### config.mk
export PLATFORM = sky130hd
export DESIGN_NAME = reg_dump_reader
export DESIGN_NICKNAME = d
export VERILOG_FILES = /design/src/rtl/reg_dump_pkg.sv /design/src/rtl/reg_dump_cksum.sv /design/src/rtl/reg_dump_reader.sv
export SDC_FILE = /design/constraint.sdc
export NUM_CORES = 1
export LEC_CHECK = 0
export BUFFER_PORTS_ARGS = -buffer_cell sky130_fd_sc_hd__clkbuf_2
export CORE_MARGIN = 3
export CORE_UTILIZATION = 40
export CTS_CLUSTER_SIZE = 40
export DETAILED_ROUTE_END_ITERATION = 16
export PLACE_DENSITY = 0.68
export SLEW_MARGIN = 10
export SYNTH_ARGS = -nofsm -noshare
export SYNTH_HDL_FRONTEND = slang
export SYNTH_SLANG_ARGS = --single-unit
### constraint.sdc
create_clock -name clk_i -period 3.05 [get_ports clk_i]
set_clock_uncertainty 0.2 [all_clocks]
set_input_delay 0.1525 -clock clk_i [delete_from_list [all_inputs] [get_ports clk_i]]
set_output_delay 0.1525 -clock clk_i [all_outputs]
set_load 0.01 [all_outputs]
### src/rtl/reg_dump_pkg.sv
// Shared types and default widths for the register-file dump reader.
// Widths match the 32x32 register file the reader walks.
package reg_dump_pkg;

    localparam int REG_DATA_WIDTH  = 32;
    localparam int REG_SELECT_SIZE = 5;
    localparam int REG_WORDS       = 1 << REG_SELECT_SIZE;

    // Index value tagging the trailing checksum word on the stream.
    localparam int CKSUM_IDX = REG_WORDS;

    typedef enum logic [2:0] {
        ST_IDLE,
        ST_HALT,
        ST_FETCH,
        ST_PRESENT,
        ST_CKSUM,
        ST_DONE
    } state_e;

endpackage

### src/rtl/reg_dump_cksum.sv
// Clear/accumulate register holding the running sum of streamed words
// (modulo 2**DATA_WIDTH). Used only when DUMP_CHECKSUM_EN is defined.
module reg_dump_cksum
    import reg_dump_pkg::*;
#(
    parameter int DATA_WIDTH = REG_DATA_WIDTH
) (
    input  logic                  clk_i,
    input  logic                  rst_ni,
    input  logic                  clr_i,
    input  logic                  add_i,
    input  logic [DATA_WIDTH-1:0] data_i,
    output logic [DATA_WIDTH-1:0] sum_o
);

    logic [DATA_WIDTH-1:0] sum_d, sum_q;

    always_comb begin
        sum_d = sum_q;
        if (clr_i) begin
            sum_d = '0;
        end else if (add_i) begin
            sum_d = sum_q + data_i;
        end
    end

    always_ff @(posedge clk_i) begin
        if (!rst_ni) begin
            sum_q <= '0;
        end else begin
            sum_q <= sum_d;
        end
    end

    assign sum_o = sum_q;

endmodule

### src/rtl/reg_dump_reader.sv
// Debug read-out sequencer: halts the core, walks the register file through
// the srcA port and streams every word over valid/ready. Macro DUMP_CHECKSUM_EN
// appends a checksum word (index WORDS) after the last register.
module reg_dump_reader
    import reg_dump_pkg::*;
#(
    parameter int DATA_WIDTH  = REG_DATA_WIDTH,
    parameter int WORDS       = REG_WORDS,
    parameter int SELECT_SIZE = REG_SELECT_SIZE
) (
    input  logic                   clk_i,
    input  logic                   rst_ni,
    input  logic                   start_i,
    input  logic                   abort_i,
    output logic                   halt_o,
    input  logic                   halted_i,
    output logic [SELECT_SIZE-1:0] reg_sel_o,
    input  logic [DATA_WIDTH-1:0]  reg_data_i,
    output logic [DATA_WIDTH-1:0]  dout_o,
    output logic [SELECT_SIZE:0]   dout_idx_o,
    output logic                   dout_valid_o,
    input  logic                   dout_ready_i,
    output logic                   busy_o,
    output logic                   done_o
);

    localparam logic [SELECT_SIZE-1:0] LAST_IDX = SELECT_SIZE'(WORDS - 1);

    state_e                 state_d, state_q;
    logic [SELECT_SIZE-1:0] idx_d, idx_q;
    logic [SELECT_SIZE-1:0] reg_sel_d, reg_sel_q;
    logic [DATA_WIDTH-1:0]  dout_d, dout_q;
    logic [SELECT_SIZE:0]   dout_idx_d, dout_idx_q;
    logic                   valid_d, valid_q;
    logic                   halt_d, halt_q;
    logic                   busy_d, busy_q;
    logic                   done_d, done_q;
    logic                   xfer;

`ifdef DUMP_CHECKSUM_EN
    logic                  cks_clr, cks_add;
    logic [DATA_WIDTH-1:0] cks_sum;

    reg_dump_cksum #(
        .DATA_WIDTH(DATA_WIDTH)
    ) u_cksum (
        .clk_i (clk_i),
        .rst_ni(rst_ni),
        .clr_i (cks_clr),
        .add_i (cks_add),
        .data_i(dout_q),
        .sum_o (cks_sum)
    );
`endif

    assign xfer = valid_q && dout_ready_i;

    always_comb begin
        state_d    = state_q;
        idx_d      = idx_q;
        dout_d     = dout_q;
        dout_idx_d = dout_idx_q;
        valid_d    = valid_q;
`ifdef DUMP_CHECKSUM_EN
        cks_clr    = 1'b0;
        cks_add    = 1'b0;
`endif

        // Abort wins over everything, including a transfer in the same cycle.
        if (abort_i && state_q != ST_IDLE) begin
            state_d = ST_IDLE;
            valid_d = 1'b0;
        end else begin
            case (state_q)
                ST_IDLE: begin
                    if (start_i) begin
                        state_d = ST_HALT;
                        idx_d   = '0;
`ifdef DUMP_CHECKSUM_EN
                        cks_clr = 1'b1;
`endif
                    end
                end
                ST_HALT: begin
                    if (halted_i) state_d = ST_FETCH;
                end
                ST_FETCH: begin
                    dout_d     = reg_data_i;
                    dout_idx_d = {1'b0, idx_q};
                    valid_d    = 1'b1;
                    state_d    = ST_PRESENT;
                end
                ST_PRESENT: begin
                    if (xfer) begin
                        valid_d = 1'b0;
`ifdef DUMP_CHECKSUM_EN
                        cks_add = 1'b1;
`endif
                        if (idx_q == LAST_IDX) begin
`ifdef DUMP_CHECKSUM_EN
                            // Accumulator updates on this same edge, so fold the last word in here.
                            state_d    = ST_CKSUM;
                            dout_d     = cks_sum + dout_q;
                            dout_idx_d = (SELECT_SIZE + 1)'(WORDS);
                            valid_d    = 1'b1;
`else
                            state_d = ST_DONE;
`endif
                        end else begin
                            idx_d   = idx_q + 1'b1;
                            state_d = ST_FETCH;
                        end
                    end
                end
`ifdef DUMP_CHECKSUM_EN
                ST_CKSUM: begin
                    if (xfer) begin
                        valid_d = 1'b0;
                        state_d = ST_DONE;
                    end
                end
`endif
                ST_DONE: state_d = ST_IDLE;
                default: state_d = ST_IDLE;
            endcase
        end

        halt_d    = (state_d != ST_IDLE);
        busy_d    = (state_d != ST_IDLE);
        done_d    = (state_d == ST_DONE);
        reg_sel_d = (state_d == ST_FETCH) ? idx_d : reg_sel_q;
    end

    always_ff @(posedge clk_i) begin
        if (!rst_ni) begin
            state_q    <= ST_IDLE;
            idx_q      <= '0;
            reg_sel_q  <= '0;
            dout_q     <= '0;
            dout_idx_q <= '0;
            valid_q    <= 1'b0;
            halt_q     <= 1'b0;
            busy_q     <= 1'b0;
            done_q     <= 1'b0;
        end else begin
            state_q    <= state_d;
            idx_q      <= idx_d;
            reg_sel_q  <= reg_sel_d;
            dout_q     <= dout_d;
            dout_idx_q <= dout_idx_d;
            valid_q    <= valid_d;
            halt_q     <= halt_d;
            busy_q     <= busy_d;
            done_q     <= done_d;
        end
    end

    assign halt_o       = halt_q;
    assign reg_sel_o    = reg_sel_q;
    assign dout_o       = dout_q;
    assign dout_idx_o   = dout_idx_q;
    assign dout_valid_o = valid_q;
    assign busy_o       = busy_q;
    assign done_o       = done_q;

endmodule
Word level (Yosys, flattened, before mapping). Index checks and enable logic that the tools add are counted.

Input bits: 38. Output and inout port bits: 47. Logic and storage cells: 40. Flip-flop bits (word level): 53.

Multiplexer cells: 13. Reductions and logical operators: 9. Bitwise gates (word level): 2. Equality and inequality tests: 7. $add $sub $neg: 1.

Operators by type and width (number): two-way mux 5 bit (4); two-way mux 3 bit (5); one-hot mux 3 bit (4 select lines) (1); one-hot mux 5 bit (2 select lines) (1); equality test 3 x 2 -> 1 bit, second input constant (3); nonzero test 3 bit (2); adder 5 x 1 -> 5 bit, second input constant (1); equality test 5 bit, second input constant (1); AND reduction 2 bit (2); equality test 3 x 1 -> 1 bit, second input constant (1); equality test 3 bit, second input constant (1); zero test 3 bit (1); logical AND 1 bit (2); inequality test 2 bit, second input constant (1); inverter 1 bit (2); one-hot mux 1 bit (2 select lines) (1); nonzero test 2 bit (1); OR reduction 2 bit (1); two-way mux 1 bit (1).

Longest topological paths before layout. Gate-level depths: netlist of the first run.

Depth in word-level cells: 6. Mapped depth: 6. Mapped depth without buffers: 5.

Worst setup path before layout of the first run. OpenSTA, ideal clock, no wires.

Path type: register to register. Start point: register idx_q[0]. End point: register reg_sel_q[3], in the netlist reg_sel_o[3]. Path buffers: 0. Stages on the path, launching flop included: 6. Period minus slack after synthesis: 1.759 ns. Path slack: 1.291 ns. Data required time: 2.726 ns. Arrival time: 1.435 ns. Path through: dfxtp_1 ha_1 and4_2 o22ai_1 and2_2 o22ai_1.

Word-level cells in the longest chain between the ends: 6.

Ends and longest elaborated chain: start: declaration (line reg_dump_reader.sv:30) `logic [SELECT_SIZE-1:0] idx_d, idx_q;`; start signal: assignment (line reg_dump_reader.sv:147) `idx_q <= idx_d;`; parallel branches: the longest is 6 deep, another holds adder 5 x 1 -> 5 bit; end signal: assignment (line reg_dump_reader.sv:148) `reg_sel_q <= reg_sel_d;`; end: declaration (line reg_dump_reader.sv:31) `logic [SELECT_SIZE-1:0] reg_sel_d, reg_sel_q;`.

Several ways; the timed one is not identified. A chain may end at the register's enable or synchronous reset.

Final worst setup path of the first run.
Start point: input port abort_i. End point: register reg_sel_q[1], in the netlist reg_sel_o[1].

Word-level cells in the longest chain between the ends: 3.

Ends and longest elaborated chain: start: declaration (line reg_dump_reader.sv:14) `input logic abort_i,`; logical AND 1 bit (*) (line reg_dump_reader.sv:70) `if (abort_i && state_q != ST_IDLE) begin`; two-way mux 3 bit (line reg_dump_reader.sv:70); equality test 3 x 2 -> 1 bit (line reg_dump_reader.sv:131) `reg_sel_d = (state_d == ST_FETCH) ? idx_d : reg_sel_q;`.

Every way passes the cells marked *; elsewhere a longest branch is shown, timed or not.

==> summary.md, run 1 <==
| Metric | Value |
|---|---|
| R2r setup slk | 1020 ps |
| Syn-to-layout area delta | 41.33% |
| Via count | 2081 |
| Placed inst area | 0.002530 sq mm |
| CTS H-tree depth | 2 |
| Ys Warns | 0 |
| Lkg Pwr | 0.001194 uW |
| Crit start category | input pin |
| RSZ-0062 raised after global routing | false |
| Cells after Synth | 254 |
| Worst vdd ir | 217.4 uV |
| Worst Setup SP | abort_i |
| Critical path arrival | 2010 ps |
| R2R cell count | 4 |
| GPL Wtd Cong | 0.7422 |
| Netlist cell types | 36 |
| TritonCTS Buffers | 5 |
| Share of the synthesized area in the top cell type | 50.36% |
| CTS tree | done |
| Pins Over Slew Limit | 0 |
| Fin area | 0.002978 sq mm |
| WL final | 5477 um |
| Hold path depth | 3 |
| Clock Sinks | 53 |
| Vias in the first global route | 2022 |
| GR Overflow Total | 0 |
| Horiz. Die Dim | 78.58 um |
| Number of I/O pins | 85 |
| Initial antenna violation count | 0 |
| Period minus WS final | 2049 ps |
| Die height | 78.58 um |
| Max cap viols | 0 |
| Syn Nets | 293 |
| Power Density | 409.3 mW/mm^2 |
| First-pass GRT wire length | 9301 um |
| Hold Slack | 24.04 ps |
| Flops & latches, synth | 53 |
| Starting Density | 42.90% |
| Resized Gates After CTS | 0 |
| DR pass1 iterations | 6 |
| Most common cell after layout, fill and taps aside | clkbuf_2 |
| # nets final | 404 |
| Final cell utilization of the core | 60.64% |
| Worst R2R End | reg_sel_o[1] |
| Final hold violation count | 0 |
| Post-CTS Hold Buffers | 36 |
| Wirelength per Cell | 12.65 um |
| Slew @ Worst Pin | 784.1 ps |
| Mean post-synth cell area | 8.295 sq um |
| Iteration-0 DRC Markers | 95 |
| Worst hold path class | in2reg |
| Core footprint | 0.004911 sq mm |
| CP required | 3010 ps |
| RR Startpoint | state_q[0] |
| Post-synthesis sequential area ratio | 50.36% |
| Placement Rows | 25 |
| Most frequent cells in the layout | clkbuf_2, nand2_1, dfxtp_1 |
| Final non-filler cell total | 433 |
| Largest net degree at the start of global routing | 47 |
| Fin Setup TNS | 0 ps |
| Clock slew at reported path FFs | 90 ps |
| Status | finished, final reports clean |
| Final HPWL DP | 3385 um |
| IO buf count | 83 |
| GRT Total Usage | 18.81% |
| Period utilisation layout | 67.18% |
| Max clock buf depth | 2 |
| Synth area leader | dfxtp_1 |
| Crit Path Class | in2reg |
| Ant diodes | 0 |
| Die area | 0.006174 sq mm |
| Final Setup Violations | 0 |
| Clock latency on the worst-skew pair | 310 ps |
| Post-CTS setup buffer count | 0 |
| DRC | 0 |
| Clk root buf | clkbuf_8 |
| Placed cells | 389 |
| Vias/cell | 4.806 |
| Post-Syn Area | 0.002107 sq mm |
| Worst Setup EP | reg_sel_o[1] |
| Max Freq | 488.0 MHz |
| Synth top area cells | dfxtp_1, nand2_1, a21oi_1 |
| Rel. slew slack | 47.65% |
| Share of layout cells above drive strength 1 | 28.96% |
| CP Capture Type | flop |
| Detail Route Antenna Nets | 0 |
| CP Max Fanout | 10 |
cell type report:
class                           count  area [sq um]
Clock buffer                        6         72.57
Clock inverter                      2         15.01
Fill cell                         445          1933
Inverter                            4         15.01
Multi-Input combinational cell    179         932.1
Sequential cell                    53          1061
Tap cell                           67         83.83
Timing Repair Buffer              122         798.3
cells in the mapped netlist:
library cell / instances
nand2_1: 82
dfxtp_1: 53
a21oi_1: 46
nor2_1: 9
buf_2: 8
clkbuf_1: 5
nand3_1: 4
nor3_1: 4
nor4_1: 4
buf_4: 3
inv_1: 3
mux2i_1: 3
o22ai_1: 3
a211oi_2: 2
buf_6: 2
nand2b_1: 2
nor3_2: 2
a211oi_1: 1
a22oi_2: 1
a41o_1: 1
and2_2: 1
and4_2: 1
conb_1: 1
ha_1: 1
inv_2: 1
mux2i_4: 1
nand4_1: 1
nand4bb_1: 1
nor2b_1: 1
nor3b_1: 1
o21a_1: 1
o21ai_0: 1
o31a_4: 1
o32ai_2: 1
or3_1: 1
or4b_4: 1
cell families (layout without fill, tap and decap cells):
group	Yosys count	after routing	synth area share (%)
buffers and inverters	22	134	5.641
AO/OA/AOI/OAI	58	58	16.63
AND/OR/NAND/NOR	115	115	24.11
flip-flops	53	53	50.36
other	1	1	0.1780
adder cells (fa/ha/maj)	1	1	0.5937
multiplexers	4	4	2.494
per-layer routing:
layer	vias to the layer above	track usage [%]	routed length, um
li1	1070	-	-
met1	941	21.21	2273
met2	59	33.19	2776
met3	11	5.161	298
met4	0	7.692	128
met5	-	0	0
flip-flops by register name, indices dropped and copies added, names as in the netlist:
register / cells
reg_sel_o: 5
busy_o: 1
done_o: 1
dout_o: 32
state_q: 3
idx_q: 5
dout_valid_o: 1
dout_idx_o: 5
power by group:
| part | internal [uW] | total (uW) | leakage, uW | switching, uW |
|---|---|---|---|---|
| registers | 700 | 708 | 0.000428 | 8.62 |
| logic | 68.2 | 123 | 0.000728 | 54.4 |
| clock network | 162 | 388 | 0.0000374 | 226 |
| total | 930 | 1220 | 0.00119 | 289 |
metrics by stage:
stage               setup WS (ps)  total power (uW)
global route                799.9              1275
global placement             1120             809.4
finish                       1001              1219
detailed placement           1042             809.6
CTS                          1008              1239
floorplan                    1291             773.0
worst max-delay path, stage by stage:
cell	delay, ps
dlygate4sd3_1	530
clkbuf_2	190
nand4bb_1	450
o31a_4	430
a22oi_2	160
a211oi_2	90
worst min path at each step:
| stage | from | end |
|---|---|---|
| 6_report | dout_ready_i | state_q[0] |
| 5_1_grt | dout_ready_i | state_q[0] |
| 4_1_cts | dout_ready_i | state_q[0] |
| 3_5_place_dp | reg_data_i[3] | dout_o[3] |
| 3_3_place_gp | reg_data_i[22] | dout_o[22] |
| 2_1_floorplan | reg_data_i[0] | dout_o[0] |
Note: power is estimated with default switching activity, not from simulation.
==> inputs of run 2 (changes only) <==
clock period = 1.95 ns   (was 3.05 ns; I/O delays follow)
==> run 2 against run 1 <==
Compared with the run above: sequential share of layout area fell by 1.2 points; global-route usage is 0.13 points higher; count of clock-buffer cells in the layout did not move; critical path depth is 1 lower; critical endpoint is now reg_sel_o[4]; largest cell class unchanged.
==> summary.md, run 2 (synthesis results as in run 1) <==
| Metric | Value |
|---|---|
| Logic pwr share | 11.0% (+0.9 points) |
| WL final | 5489 um (+0.22%) |
| Pins Over Slew Limit | 0 (unchanged) |
| GRT Total Usage | 18.94% (+0.13 points) |
| Share of layout cells above drive strength 1 | 31.12% (+2.2 points) |
| First-pass GRT wire length | 9473 um (+1.8%) |
| Worst vdd ir | 404.3 uV (+86%) |
| Horiz. Die Dim | 78.58 um (unchanged) |
| RR Startpoint | idx_q[1] |
| TritonCTS Buffers | 5 (unchanged) |
| DRC | 0 (unchanged) |
| GRT Max-Usage Layer | met2 |
| GPL Wtd Cong | 0.8135 (+9.6%) |
| Met3 GRT Util | 4.358% (-0.80 points) |
| CTS tree | done |
| Setup slack after layout | 140.5 ps (-860.4 ps) |
| Iteration-0 DRC Markers | 118 (+24%) |
| Fin Setup TNS | 0 ps (unchanged) |
| Final hold violation count | 0 (unchanged) |
| Placement Rows | 25 (unchanged) |
| Power Density | 627.5 mW/mm^2 (+53%) |
| Clock Sinks | 53 (unchanged) |
| Max cap viols | 0 (unchanged) |
| Worst hold path class | reg2reg |
| Clock latency on the worst-skew pair | 300 ps (about the same) |
| Die height | 78.58 um (unchanged) |
| Starting Density | 42.90% (unchanged) |
| Max clock buf depth | 2 (unchanged) |
| CP cell instances | ha_1, and4_2, o22ai_2, and2_2, a211oi_1 |
| Vias/cell | 4.804 (about the same) |
| Syn-to-layout area delta | 46.56% |
| CTS H-tree depth | 2 (unchanged) |
| Vias in the first global route | 2069 (+2.3%) |
| RSZ-0062 raised after global routing | false |
| Met1 Use GR | 21.80% (+0.60 points) |
| Int Pwr | 1495 uW (+61%) |
| Final HPWL DP | 3428 um (+1.3%) |
| GR Overflow Total | 0 (unchanged) |
| Switching power | 442.8 uW (+53%) |
| Hold path depth | 2 (-1) |
| Core footprint | 0.004911 sq mm (unchanged) |
| Sw Ratio | 22.85% (-0.85 points) |
| CP required | 1960 ps (-1050 ps) |
| Most frequent cells in the layout | clkbuf_2, nand2_1, dfxtp_1 |
| GR Layer Usage met2 | 33.96% (+0.76 points) |
| Pwr Total | 1938 uW (+59%) |
| Crit start category | flop |
| CP Capture Type | flop |
| Via count | 2128 (+2.3%) |
| Slew @ Worst Pin | 502.2 ps (-281.9 ps) |
| Placed cells | 398 (+2.3%) |
| Crit Path Class | reg2reg |
| Hold Path Sink | dout_o[10] |
| Period minus WS final | 1809 ps |
| Largest net degree at the start of global routing | 34 (-28%) |
| Detail Route Antenna Nets | 0 (unchanged) |
| DR pass1 iterations | 4 (-2) |
| Clock slew at reported path FFs | 90 ps (about the same) |
| Worst R2R End | reg_sel_o[4] |
| Initial antenna violation count | 0 (unchanged) |
| Largest register FFs | 32 (unchanged) |
| Ant diodes | 0 (unchanged) |
| Final non-filler cell total | 443 (+2.3%) |
| Pre-CTS worst setup slack | 93.69 ps (-948.6 ps) |
| Clk pwr share | 32.1% (+0.3 points) |
| Slowest stage delay, CP | 400 ps (-130 ps) |
| Hold Path Origin | dout_o[10] |
| Slowest cell on the critical path | dfxtp_1 |
| Critical path arrival | 1820 ps (-190 ps) |
| Wirelength per Cell | 12.39 um (-2.0%) |
| Final Setup Violations | 0 (unchanged) |
| # nets final | 415 (+2.7%) |
| Lkg Pwr | 0.001263 uW (+5.8%) |
| R2R cell count | 5 (+1) |
| CP Max Fanout | 5 (-5) |
| Rel. slew slack | 66.21% (+19 points) |
| Period utilisation layout | 92.79% |
| Number of I/O pins | 85 (unchanged) |
| Sequential share of power | 56.9% (-1.2 points) |
| Die area | 0.006174 sq mm (unchanged) |
| Most common cell after layout, fill and taps aside | clkbuf_2 |
| R2r setup slk | 140 ps (-880 ps) |
| Clk root buf | clkbuf_8 |
| Max Freq | 552.7 MHz |
| Status | finished, final reports clean |
| IO buf count | 83 (unchanged) |
[run 2: worst max-delay path: cells and delay by family, from the launching register on]
family                     cells  cell delay, ps
AOI/OAI and AO/OA              2             350
adders and majority gates      1             230
DFF                            1             400
and+or+nand+nor                2             550
[run 2: layout make-up]
| class | count | area (sq um) |
|---|---|---|
| well taps | 67 | 83.83 |
| inverters | 4 | 15.01 |
| clock inverters | 1 | 7.507 |
| clock buffers | 6 | 82.58 |
| fillers | 428 | 1823 |
| flip-flops and latches | 53 | 1062 |
| repair buffers | 133 | 898.4 |
| multi-input cells | 179 | 938.4 |
[run 2: worst max path at each step]
stage / start / end / slack (ps)
floorplan: idx_q[0] / reg_sel_o[3] / 190
global placement: idx_q[1] / reg_sel_o[3] / 160
detailed placement: idx_q[1] / reg_sel_o[3] / 90
CTS: idx_q[1] / reg_sel_o[3] / 70
global route: abort_i / reg_sel_o[3] / 6
finish: idx_q[1] / reg_sel_o[4] / 140
[run 2: timing repair]
item | 4_1_cts | 5_1_grt
setup endpoints to repair | 0 | 5
resized for setup | 0 | 2
endpoints found under the hold margin | 39 | 0
hold buffers | 38 | 0
setup buffers | 0 | 0
[run 2: routing by layer]
| metal | vias to the layer above | part of all wire (%) | routed length (um) |
|---|---|---|---|
| met2 | 61 | 52 | 2867 |
| li1 | 1097 | - | - |
| met4 | 0 | 1.8 | 98 |
| met1 | 962 | 41 | 2254 |
| met3 | 8 | 4.9 | 269 |
| met5 | - | 0 | 0 |
[run 2: power by group through the flow]
| stage | combinational (uW) | clock (uW) | sequential (uW) |
|---|---|---|---|
| finish | 213 | 622 | 1100 |
| global route | 234 | 690 | 1100 |
| CTS | 210 | 653 | 1100 |
| detailed placement | 149 | 0 | 1130 |
| global placement | 150 | 0 | 1130 |
| floorplan | 77.8 | 0 | 1130 |
[run 2: through the flow]
step	utilization, %	hold slack (ps)	cell area [sq um]
2_1_floorplan	-	33.48	2107
3_3_place_gp	53.15	120.7	2610
3_5_place_dp	53.15	125.0	2610
6_report	62.88	256.9	3088
5_1_grt	62.88	276.0	3088
4_1_cts	62.73	258.6	3080
